## config.mk

```make
export PLATFORM = sky130hd
export DESIGN_NAME = nixie_scan_decoder
export DESIGN_NICKNAME = d
export VERILOG_FILES = /design/src/rtl/nixie_pkg.sv /design/src/rtl/nixie_scan_decoder_seg7_decode.sv /design/src/rtl/nixie_scan_decoder.sv
export SDC_FILE = /design/constraint.sdc
export NUM_CORES = 1
export LEC_CHECK = 0
export ABC_AREA = 0
export ABC_CLOCK_PERIOD_IN_PS = 2790
export CAP_MARGIN = 5
export CORE_MARGIN = 5
export CORE_UTILIZATION = 40
export CTS_CLUSTER_DIAMETER = 30
export DETAILED_ROUTE_END_ITERATION = 8
export PLACE_DENSITY = 0.67
export REMOVE_ABC_BUFFERS = 1
export SLEW_MARGIN = 10
export SYNTH_ARGS = -nofsm -noshare
export SYNTH_HDL_FRONTEND = slang
export SYNTH_SLANG_ARGS = --single-unit
```

## constraint.sdc

```tcl
create_clock -name Sys_CLK -period 2.79 [get_ports Sys_CLK]
set_input_delay 0.279 -clock Sys_CLK [delete_from_list [all_inputs] [get_ports Sys_CLK]]
set_output_delay 0.279 -clock Sys_CLK [all_outputs]
set_load 0.005 [all_outputs]
```

## src/rtl/nixie_pkg.sv

```systemverilog
// Shared definitions for the nixie/7-segment display path:
// segment codes, segment bit positions, frame FSM states.
package nixie_pkg;

    localparam int SEG_A  = 0;
    localparam int SEG_G  = 6;
    localparam int SEG_DP = 7;

    localparam logic [6:0] SEG_CODE_0 = 7'h3F;
    localparam logic [6:0] SEG_CODE_1 = 7'h06;
    localparam logic [6:0] SEG_CODE_2 = 7'h5B;
    localparam logic [6:0] SEG_CODE_3 = 7'h4F;
    localparam logic [6:0] SEG_CODE_4 = 7'h66;
    localparam logic [6:0] SEG_CODE_5 = 7'h6D;
    localparam logic [6:0] SEG_CODE_6 = 7'h7D;
    localparam logic [6:0] SEG_CODE_7 = 7'h07;
    localparam logic [6:0] SEG_CODE_8 = 7'h7F;
    localparam logic [6:0] SEG_CODE_9 = 7'h6F;
    localparam logic [6:0] SEG_CODE_A = 7'h77;
    localparam logic [6:0] SEG_CODE_B = 7'h7C;
    localparam logic [6:0] SEG_CODE_C = 7'h39;
    localparam logic [6:0] SEG_CODE_D = 7'h5E;
    localparam logic [6:0] SEG_CODE_E = 7'h79;
    localparam logic [6:0] SEG_CODE_F = 7'h71;
    localparam logic [6:0] SEG_BLANK  = 7'h00;

    typedef enum logic {
        SEEK0,
        SEEK1
    } frame_state_t;

    typedef struct packed {
        logic       ok;
        logic       blank;
        logic [3:0] value;
    } seg_dec_t;

endpackage

```

## src/rtl/nixie_scan_decoder_seg7_decode.sv

```systemverilog
// Combinational 7-segment pattern (a..g, active-high) to hex value.
// Unknown patterns report ok=0; all-dark reports blank with value 0.
module seg7_decode
    import nixie_pkg::*;
(
    input  logic [6:0] pattern,
    output seg_dec_t   dec
);

    always_comb begin
        dec = '{ok: 1'b1, blank: 1'b0, value: 4'h0};
        unique case (pattern)
            SEG_CODE_0: dec.value = 4'h0;
            SEG_CODE_1: dec.value = 4'h1;
            SEG_CODE_2: dec.value = 4'h2;
            SEG_CODE_3: dec.value = 4'h3;
            SEG_CODE_4: dec.value = 4'h4;
            SEG_CODE_5: dec.value = 4'h5;
            SEG_CODE_6: dec.value = 4'h6;
            SEG_CODE_7: dec.value = 4'h7;
            SEG_CODE_8: dec.value = 4'h8;
            SEG_CODE_9: dec.value = 4'h9;
            SEG_CODE_A: dec.value = 4'hA;
            SEG_CODE_B: dec.value = 4'hB;
            SEG_CODE_C: dec.value = 4'hC;
            SEG_CODE_D: dec.value = 4'hD;
            SEG_CODE_E: dec.value = 4'hE;
            SEG_CODE_F: dec.value = 4'hF;
            SEG_BLANK:  dec.blank = 1'b1;
            default:    dec.ok    = 1'b0;
        endcase
    end

endmodule

```

## src/rtl/nixie_scan_decoder.sv

```systemverilog
// Decodes a scanned two-digit SEG/COM display back into digit values.
// Optional NIXIE_DEC_FRAME_COUNT_EN adds the Frame_Cnt output.
module nixie_scan_decoder
    import nixie_pkg::*;
#(
    parameter int STABLE_CNT     = 8,
    parameter int TIMEOUT        = 2500,
    parameter int SEG_ACTIVE_LOW = 1,
    parameter int COM_ACTIVE_LOW = 1
) (
    input  logic        Sys_CLK,
    input  logic        Sys_RST,
    input  logic        Sample_EN,
    input  logic [7:0]  SEG,
    input  logic [1:0]  COM,
    output logic [3:0]  Digit0,
    output logic [3:0]  Digit1,
    output logic [1:0]  DP,
    output logic [1:0]  Blank,
    output logic        Valid,
    output logic        Err,
    output logic        Stale
`ifdef NIXIE_DEC_FRAME_COUNT_EN
    ,
    output logic [15:0] Frame_Cnt
`endif
);

    localparam logic [7:0]  STAB_MAX = 8'(STABLE_CNT - 1);
    localparam logic [7:0]  STAB_ARM = 8'(STABLE_CNT - 2);
    localparam logic [15:0] TO_MAX   = 16'(TIMEOUT);

    logic [7:0]   seg_n;
    logic [1:0]   com_n;
    logic [9:0]   prev;
    logic [7:0]   stab_cnt;
    logic [15:0]  to_cnt;
    logic         qual;
    logic         same;
    logic         accept;
    logic         good;
    logic         bad;
    logic         is_d1;
    seg_dec_t     dec;
    frame_state_t state;
    frame_state_t state_nx;
    logic         ld0;
    logic         publish;
    logic [3:0]   sh0_val;
    logic         sh0_dp;
    logic         sh0_blank;

    assign seg_n = (SEG_ACTIVE_LOW != 0) ? ~SEG : SEG;
    assign com_n = (COM_ACTIVE_LOW != 0) ? ~COM : COM;
    assign qual  = (com_n == 2'b01) || (com_n == 2'b10);
    assign same  = ({com_n, seg_n} == prev);
    assign is_d1 = com_n[1];

    // Fires exactly once, on the sample that brings the run to STABLE_CNT.
    assign accept = Sample_EN && same && qual && (stab_cnt == STAB_ARM);
    assign good   = accept && dec.ok;
    assign bad    = accept && !dec.ok;

    seg7_decode u_dec (
        .pattern (seg_n[SEG_G:SEG_A]),
        .dec     (dec)
    );

    always_ff @(posedge Sys_CLK) begin
        if (Sys_RST) begin
            prev     <= '0;
            stab_cnt <= '0;
        end else if (Sample_EN) begin
            prev <= {com_n, seg_n};
            if (same && qual) begin
                if (stab_cnt != STAB_MAX)
                    stab_cnt <= stab_cnt + 8'd1;
            end else begin
                stab_cnt <= '0;
            end
        end
    end

    always_ff @(posedge Sys_CLK) begin
        if (Sys_RST)
            to_cnt <= '0;
        else if (accept)
            to_cnt <= '0;
        else if (Sample_EN && to_cnt != TO_MAX)
            to_cnt <= to_cnt + 16'd1;
    end

    assign Stale = (to_cnt == TO_MAX);

    always_ff @(posedge Sys_CLK) begin
        if (Sys_RST)
            state <= SEEK0;
        else
            state <= state_nx;
    end

    always_comb begin
        state_nx = state;
        ld0      = 1'b0;
        publish  = 1'b0;
        if (good) begin
            unique case (state)
                SEEK0: begin
                    if (!is_d1) begin
                        ld0      = 1'b1;
                        state_nx = SEEK1;
                    end
                end
                SEEK1: begin
                    if (is_d1) begin
                        publish  = 1'b1;
                        state_nx = SEEK0;
                    end else begin
                        ld0 = 1'b1;
                    end
                end
            endcase
        end
    end

    // Digit1 goes straight from the decoder to the outputs on publish.
    always_ff @(posedge Sys_CLK) begin
        if (Sys_RST) begin
            sh0_val   <= '0;
            sh0_dp    <= 1'b0;
            sh0_blank <= 1'b0;
            Digit0    <= '0;
            Digit1    <= '0;
            DP        <= '0;
            Blank     <= '0;
            Valid     <= 1'b0;
            Err       <= 1'b0;
        end else begin
            Valid <= publish;
            Err   <= bad;
            if (ld0) begin
                sh0_val   <= dec.value;
                sh0_dp    <= seg_n[SEG_DP];
                sh0_blank <= dec.blank;
            end
            if (publish) begin
                Digit0 <= sh0_val;
                Digit1 <= dec.value;
                DP     <= {seg_n[SEG_DP], sh0_dp};
                Blank  <= {dec.blank, sh0_blank};
            end
        end
    end

`ifdef NIXIE_DEC_FRAME_COUNT_EN
    always_ff @(posedge Sys_CLK) begin
        if (Sys_RST)
            Frame_Cnt <= '0;
        else if (publish)
            Frame_Cnt <= Frame_Cnt + 16'd1;
    end
`endif

endmodule

```

[Word-level counts from Yosys, hierarchy flattened]
Cells that the tools add are included.
Cells by class
  $add $sub $neg: 2
  eq/ne operators: 24
  mux-type cells: 10
  bitwise logic cells: 2
  reduce and logical (&&, ||, !) cells: 13
Operators by type and width (number)
  $eq A7 B7 Y1 const B: 12
  $pmux W4 S15: 1
  $reduce_or A17 Y1: 1
  $add A16 B1 Y16 const B: 1
  $eq A16 B12 Y1 const B: 1
  $mux W8: 2
  $ne A16 B12 Y1 const B: 1
  $eq A7 B3 Y1 const B: 2
  $eq A7 B6 Y1 const B: 2
  $eq A10 B10 Y1: 1
  $add A8 B1 Y8 const B: 1
  $eq A8 B3 Y1 const B: 1
  $ne A8 B3 Y1 const B: 1
  $not A8 Y8: 1
  $logic_and A1 B1 Y1: 7
  $logic_not A7 Y1: 1
  $mux W1: 7
  $eq A2 B1 Y1 const B: 1
  $eq A2 B2 Y1 const B: 1
  $ne A2 B1 Y1 const B: 1
  $not A2 Y2: 1
  $reduce_and A2 Y1: 1
  $reduce_or A2 Y1: 1
  $logic_not A1 Y1: 1
  $logic_or A1 B1 Y1: 1
Word-level totals
  register bits after elaboration: 55
  input bits: 13
  logic and storage cells: 64

[Logic depth before layout (Yosys ltp)]
  depth after elaboration: 7
  gate-level depth with buffers: 9
  gate-level depth less buffers: 8

[Hierarchy]
From an unflattened synthesis, not the netlist that was laid out.
Unflattened totals
  cell total of the unflattened synthesis: 355
  area, all modules: 3236.9 sq um
By module, submodules not included
  nixie_scan_decoder: instances 1, cells each 298, area an instance 2877.8 sq um
  seg7_decode: instances 1, cells each 57, area an instance 359.1 sq um

[Worst setup path after synthesis]
No wires, ideal clock.
  path type: register to register
  start point: reg stab_cnt[3]
  end point: reg Blank[1]
  setup time: 0.121 ns
  arrival: 2.025 ns
  path slack: 0.644 ns
  cell stages (with the launch flop): 8
  buffers on the path: 1
  clock period less this slack: 2.146 ns
  path through: dfxtp_1 or4b_1 nor3_1 nand3_1 nor2_1 and4_4 buf_6 mux2_4
On the way
  word-level cells in the longest chain between the ends: 4
RTL lines
  start: declaration: line nixie_scan_decoder.sv:36  | logic [7:0] stab_cnt;
  start signal: assignment: line nixie_scan_decoder.sv:77  | stab_cnt <= stab_cnt + 8'd1;
  $eq A8 B3 Y1: line nixie_scan_decoder.sv:60  | assign accept = Sample_EN && same && qual && (stab_cnt == STAB_ARM);
  $logic_and A1 B1 Y1: line nixie_scan_decoder.sv:60
  $logic_and A1 B1 Y1: line nixie_scan_decoder.sv:61  | assign good = accept && dec.ok;
  $mux W1: line nixie_scan_decoder.sv:106  | if (good) begin
  end signal: assignment: line nixie_scan_decoder.sv:150  | Blank <= {dec.blank, sh0_blank};
  end: declaration: line nixie_scan_decoder.sv:19  | output logic [1:0] Blank,
No other way between the ends.
A chain may end at the register's enable or synchronous reset.

[Worst setup path in the final report]
  start point: in SEG[0]
  end point: reg Blank[1]
On the way
  word-level cells in the longest chain between the ends: 7
RTL lines
  start: declaration: line nixie_scan_decoder.sv:14  | input logic [7:0] SEG,
  $not A8 Y8 (*): line nixie_scan_decoder.sv:53  | assign seg_n = (SEG_ACTIVE_LOW != 0) ? ~SEG : SEG;
  branches (longest 6 deep; another with $reduce_or A17 Y1)
Mark *: on every way between the ends.

==> reports/qor.yml <==
routed_wl_mm: 6.11
first_global_vias: 2439
hold_path_depth: 2
gp_congestion: 0.840
grt.overflow.total: 0
crit_path_end_kind: "register"
clock_latency_ps: 310
path_max_fanout: 10
ctsResizeCount: 0
num_antenna_cells: 0
placedCellCount: 455
finalCritPeriodShare_pct: 87.2
busiest_layer: "met2"
vias: 2407
fin_crit_ps: 2430
timing.fmax_mhz: 411
htreeDepth: 2
crit_arrival_ps: 2640
power.density_nw_per_um2: 421
yosysMostFrequentCell: "dfxtp_1"
clock_path_buffers: 2
setup_violations: 0
worstMarginPinSlew_ps: 664
skew_ps: 9.37
power_leakage_nw: 1.29
synthTopCellsByArea: "dfxtp_1 (39%), nor2_1 (5.7%), mux2i_1 (5.7%)"
grt_max_degree: 26
area_growth_pct: 19.6
synth_commonest_cells: "dfxtp_1 (55), nor2_1 (43), nand2_1 (32), mux2i_1 (16), xor2_1 (16)"
yosysTopAreaCell: "dfxtp_1"
start_util_pct: 41.2
cap_violations: 0
grt_pass1_wl_mm: 10.9
synth.top_cell.area_share_pct: 39.2
hold_viol: 0
layoutNonFillerInstCount: 463
post_drt_wl_per_cell_um: 13.2
die_h_um: 93.8
worstPathRequired_ps: 3000
startpoint_type: "primary input"
report.final.slew_viol_count: 0
num-fill-cells: 681
synth-edff-count: 0
async_flop_share_pct: 0
grt_setup_unrepaired: "no"
synth_warnings: 0
clk_pin_slew_worst_paths_ps: 100
cts.sinks: 55
synthFlopType: "dfxtp_1"
antenna_found_initial: 0
vias_per_cell: 5.20
dieArea_um2: 8810
crit_type: "primary input to register"
postSynthAreaPerCell_um2: 8.57
use_met2_pct: 24.9
drtIter0Drc: 93
vdd_drop_max_mv: 0.200
cts_tree: "done"
syn_area_um2: 2810
dp_hpwl_mm: 4.50
antenna_left: 0
drc_errors: 0
synth_seq_cells: 55
hold-worst-slack_ps: 463
grtUsageMet3_pct: 2.72
drive_gt1_share_pct: 11.4
hp-class: "register to register"
rr_worst_depth: 6
cts_hold_buf: 0
die_w_um: 93.8
cts_buffers: 5
seq_area_frac_synth_pct: 39.2
syn_inst: 328
layout.nets: 383
num_rows: 30
cts_root_buf: "clkbuf_8"
core_area_um2: 6830
first_pass_iters: 4
port-buffer-count: 27
track_usage_pct: 15.1
synth_cell_types: 52
use_met1_pct: 19.5
fin_setup_tns_ps: 0
slew_headroom_pct: 55.7
cts_setup_buffers: 0
io_pins: 28
status: "complete, no violations"
cells in the final DEF, fill, tap and decap left out, types with 2 or more instances in the layout:
cell and instances:
clkdlybuf4s50_1 27, a211oi_1 11, clkbuf_8 5, ha_1 4
a21oi_1 11, clkinvlp_4 2, nor3b_1 5, and4_1 4
mux2_2 2, dfxtp_1 55, or2_2 3, nor4b_1 2
xor2_1 16, nand4_1 10, inv_1 9, nor4_1 3
buf_4 22, and3_1 5, or3_1 2, nand2_1 32
nand3_1 15, nor2b_1 5, o21ai_0 8, and3b_1 2
nor3_1 13, nor2_1 43, xnor2_1 10, mux2i_1 16
registers in the layout (all words and copies together), names as in the netlist:
| name | count |
|---|---|
| Blank | 2 |
| DP | 2 |
| Digit0 | 4 |
| Digit1 | 4 |
| Err | 1 |
| Valid | 1 |
| prev | 10 |
| sh0_blank | 1 |
| sh0_dp | 1 |
| sh0_val | 4 |
| stab_cnt | 8 |
| state | 1 |
| to_cnt | 16 |
metal layers:
metal	routed length [µm]	vias to the layer above	part of all wire, %
met5	0	-	0
met4	114	0	1.9
met3	190	13	3.1
met2	2830	49	46
met1	2970	1117	49
li1	-	1228	-
metrics by stage:
| stage | cell area (µm²) | power (mW) | utilization (%) | setup slack (ps) |
|---|---|---|---|---|
| 3_3_place_gp | 3270 | 0.984 | 47.9 | 114 |
| 4_1_cts | 3360 | 1.43 | 49.2 | 400 |
| 3_5_place_dp | 3270 | 0.988 | 47.9 | 56.6 |
| 5_1_grt | 3360 | 1.47 | 49.2 | 136 |
| 2_1_floorplan | 2700 | 0.897 | - | 690 |
| 6_report | 3360 | 1.42 | 49.2 | 356 |
worst paths after layout:
| check | slack [ps] | from | endpoint |
|---|---|---|---|
| max | 360 | SEG[0] | Blank[1]$_SDFFE_PP0P_ |
| min | 460 | Digit0[2]$_SDFFE_PP0P_ | Digit0[2]$_SDFFE_PP0P_ |
| max reg2reg | 380 | stab_cnt[3]$_SDFFE_PP0P_ | Blank[1]$_SDFFE_PP0P_ |
| min reg2reg | 460 | Digit0[2]$_SDFFE_PP0P_ | Digit0[2]$_SDFFE_PP0P_ |
critical path: stages:
cell,delay (ps)
clkdlybuf4s50_1,630
buf_4,230
xnor2_1,90
nor4_1,260
nand4_1,220
nor2_1,270
and4_4,340
mux2_4,310
power breakdown:
group	total, mW	internal (mW)	switching, mW
registers	0.807	0.798	0.00952
clock network	0.445	0.175	0.270
logic	0.163	0.0731	0.0896
cell families after synthesis:
logic type      count (synthesis)  share of synthesized area, %
simple gates                  153                          28.2
flops                          55                          39.2
compound gates                 43                          10.5
buf+inv                        28                          5.25
xor+xnor                       26                          8.10
mux                            19                          7.03
fa+ha+maj                       4                          1.78
final cells by class:
type                    count  area, µm²  area share (%)
multi-input cells         245       1560            46.5
flip-flops and latches     55       1100            32.8
repair buffers             50        455            13.5
well taps                  96        120            3.57
clock buffers               5       68.8            2.05
inverters                   9       33.8            1.00
clock inverters             3       20.0           0.595
Power figures use the tool's default switching activity.
==> RTL change 1, RTL diff (same settings) <==
Remove the register `Valid`: a continuous assignment takes its place, so the output `Valid` follows one clock earlier.
--- a/src/rtl/nixie_scan_decoder.sv
+++ b/src/rtl/nixie_scan_decoder.sv
@@ -135,6 +135,4 @@
             Blank     <= '0;
-            Valid     <= 1'b0;
             Err       <= 1'b0;
         end else begin
-            Valid <= publish;
             Err   <= bad;
@@ -154,2 +152,4 @@
 
+    assign Valid = publish;
+
 `ifdef NIXIE_DEC_FRAME_COUNT_EN
Formal check against the unedited RTL: same outputs for any inputs over 10 cycles, from zero or initial values and one cycle with Sys_RST high; that may be too few to reach the edited logic, so the function may still have changed.
==> RTL change 1 against the original RTL <==
Design area rose by 12%; total power rose by 7.3%; utilization rose by 2.9 points; routed wire length rose by 11%; area after synthesis rose by 4.9%; sequential cell count fell by 1; worst setup slack got worse by 0.18 ns; count of clock-buffer cells in the layout rose by 1.
==> RTL change 1: results (changes against the original RTL) <==
Worst Clk Skew -> 0.004636 ns (-0.004735 ns)
Finished Layout Cells -> 499 (+7.8%)
Critical Path AT -> 2.33 ns (-0.31 ns)
GRT Total Usage -> 0.1562 (+0.005584)
Vias in the first global route -> 2493 (+2.2%)
Layout cell share with drive strength beyond 1 -> 0.2025 (+0.08806)
Hold endpoint -> prev[8]
R2r endpoint -> sh0_dp
Hpwl dp -> 5106 um (+13%)
Placed inst area -> 3588 um2 (+9.6%)
Vias per std cell -> 5.343 (+2.8%)
R2R Path Start -> prev[8]
CP Max Fanout -> 9 (-1)
Pin count of the biggest net entering global routing -> 33 (+27%)
Post-Synthesis Mean Instance Area -> 8.777 um2 (+2.4%)
Cells after DPL -> 491 (+7.9%)
1st-iter DRT viols -> 106 (+14%)
HP Class -> in2reg
Final GP Congestion -> 0.8446 (+0.61%)
Post-layout util -> 0.5213 (+0.02921)
Worst slack at placement -> -0.2940 ns (-0.3506 ns)
Outcome -> completed
Hold Path Origin -> COM[0]
Cell family with most CP delay -> buffers and inverters
Post-synth top cells -> dfxtp_1, nor2_1, nand2_1
Fillcell total -> 715 (+5.0%)
Seq/Total Area, Yosys -> 0.3666 (-0.02507)
Slowest cell delay on critical path -> 0.48 ns (-0.15 ns)
VDD IR max -> 0.0002173 V (+8.9%)
Leakage power -> 1.372 nW (+6.3%)
First-pass GRT wire length -> 11470 um (+5.7%)
==> RTL change 1: worst max-delay path by stage <==
stage                  end  slack [ns]  depth (start not counted)
detailed placement   Valid       -0.29                          8
CTS                  Valid        0.10                          8
global route         Valid        0.04                          7
floorplan           sh0_dp        0.75                          5
global placement     Valid       -0.22                          8
finish               Valid        0.18                          9
==> RTL change 1: what timing repair did <==
action	4_1_cts	5_1_grt
endpoints found under the setup margin	1	1
pin swaps	2	0
gates resized for setup	17	1
hold buffers	0	0
==> RTL change 1: through the flow <==
step	hold WS (ns)	power [mW]
after CTS	0.4349	1.531
after detailed placement	0.4531	1.006
after global placement	0.4445	1.005
after floorplan	0.3484	0.8890
after global routing	0.4457	1.589
final	0.4202	1.518
==> RTL change 1: kinds of logic (layout without fill, tap and decap cells) <==
logic type,after synthesis,after routing,synth area share
AOI/OAI and AO/OA,61,61,0.1561
xor gates and xnor gates,21,21,0.06237
adders and majority gates,4,4,0.01697
buffers and inverters,27,91,0.04921
DFF,54,54,0.3666
muxes,16,16,0.05982
and+or+nand+nor,153,153,0.2889
==> RTL change 1: power breakdown <==
part / internal [mW] / switching (mW) / total, mW
combinational: 0.0949 / 0.104 / 0.199
sequential: 0.784 / 0.0122 / 0.796
clock: 0.268 / 0.256 / 0.524
==> RTL change 1: area by class of cell <==
type,instances,share of cell area
sequential,54,0.2874
inverter,8,0.007984
timing repair buffer,75,0.1653
clock inverter,2,0.009980
tap,99,0.03293
multi-input combinational,255,0.4770
clock buffer,6,0.01929
==> RTL change 1: layer usage <==
layer	share of wire	wire length [um]	vias up	track usage
met3	0.033	223	6	0.02658
li1	-	-	1359	-
met4	0.013	89	0	0.04976
met1	0.48	3214	1258	0.2081
met5	0	0	-	0
met2	0.48	3233	43	0.2565
==> RTL change 2, RTL diff (same flow settings) <==
Made on the original files. The option `NIXIE_DEC_FRAME_COUNT_EN` is turned on by a define.
--- a/src/rtl/nixie_scan_decoder.sv
+++ b/src/rtl/nixie_scan_decoder.sv
@@ -2,2 +2,4 @@
 // Optional NIXIE_DEC_FRAME_COUNT_EN adds the Frame_Cnt output.
+`define NIXIE_DEC_FRAME_COUNT_EN
+
 module nixie_scan_decoder
Formal check against the unedited RTL (old outputs only; new: Frame_Cnt): equivalent (equiv_simple and equiv_induct, registers matched by name and starting in step).
==> RTL change 2 against the original RTL <==
Routed wire length grew 32%; clock skew grew 0.0011 ns; sequential cell count grew 16; count of clock-buffer cells in the layout grew 5; design area grew 39%; worst setup slack gained 0.040 ns; largest power group unchanged; area after synthesis grew 38%; total power grew 54%.
==> RTL change 2: results (changes against the original RTL) <==
Biggest regs -> Frame_Cnt x16, to_cnt x16, prev x10
Drt wl/cell -> 13.01 um (-1.3%)
Outcome -> completed
Pin count of the biggest net entering global routing -> 48 (+85%)
Layout cell share with drive strength beyond 1 -> 0.1230 (+0.008509)
Hpwl dp -> 5842 um (+30%)
Final hold slack -> 0.4717 ns (+0.008724 ns)
Vias in the first global route -> 3133 (+28%)
Seq/Total Area, Yosys -> 0.3653 (-0.02636)
Worst-Margin Slew -> 0.5650 ns (-0.09860 ns)
Slowest cell delay on critical path -> 0.51 ns (-0.12 ns)
Via count -> 3152 (+31%)
CP Max Fanout -> 4 (-6)
H-tree depth -> 3 (+1)
Final GP Congestion -> 0.8243 (-1.8%)
Metal2 WL -> 3753 um (+33%)
Post-synth top cells -> dfxtp_1, nor2_1, nand2_1
Worst Clk Skew -> 0.01045 ns (+0.001076 ns)
Final nets -> 502 (+31%)
Critical Path AT -> 2.11 ns (-0.53 ns)
Distinct cells, synth -> 55 (+5.8%)
1st-iter DRT viols -> 123 (+32%)
Met1 global-route usage -> 0.1944 (-0.0006601)
Area contributors post-synth -> dfxtp_1, nor2_1, mux2i_1
VDD IR max -> 0.0002315 V (+16%)
==> RTL change 2: per-stage QoR <==
stage	setup slack, ns	std cells	cell area (um2)
floorplan	0.4591	414	3695
finish	0.3965	621	4672
global placement	0.2025	606	4437
CTS	0.3984	621	4672
detailed placement	0.1528	606	4437
global route	0.3037	621	4672
==> RTL change 2: final cells by class <==
class / count / area [um2]
fillers: 948 / 4967
multi-input cells: 336 / 2247
flip-flops and latches: 71 / 1421
repair buffers: 59 / 575.6
well taps: 133 / 166.4
clock buffers: 10 / 127.6
clock inverters: 5 / 107.6
inverters: 7 / 26.28
==> RTL change 2: kinds of logic after synthesis <==
kind of cell	synth area share
AND/OR/NAND/NOR	0.2907
flip-flops	0.3653
AO/OA/AOI/OAI	0.09904
buffers and inverters	0.05723
multiplexers	0.1064
XOR/XNOR	0.06527
adder cells (fa/ha/maj)	0.01608
==> RTL change 2: power breakdown <==
part,switching [mW],total (mW),internal [mW]
Combinational,0.0988,0.169,0.0704
Sequential,0.0107,1.04,1.03
Clock,0.377,0.970,0.593
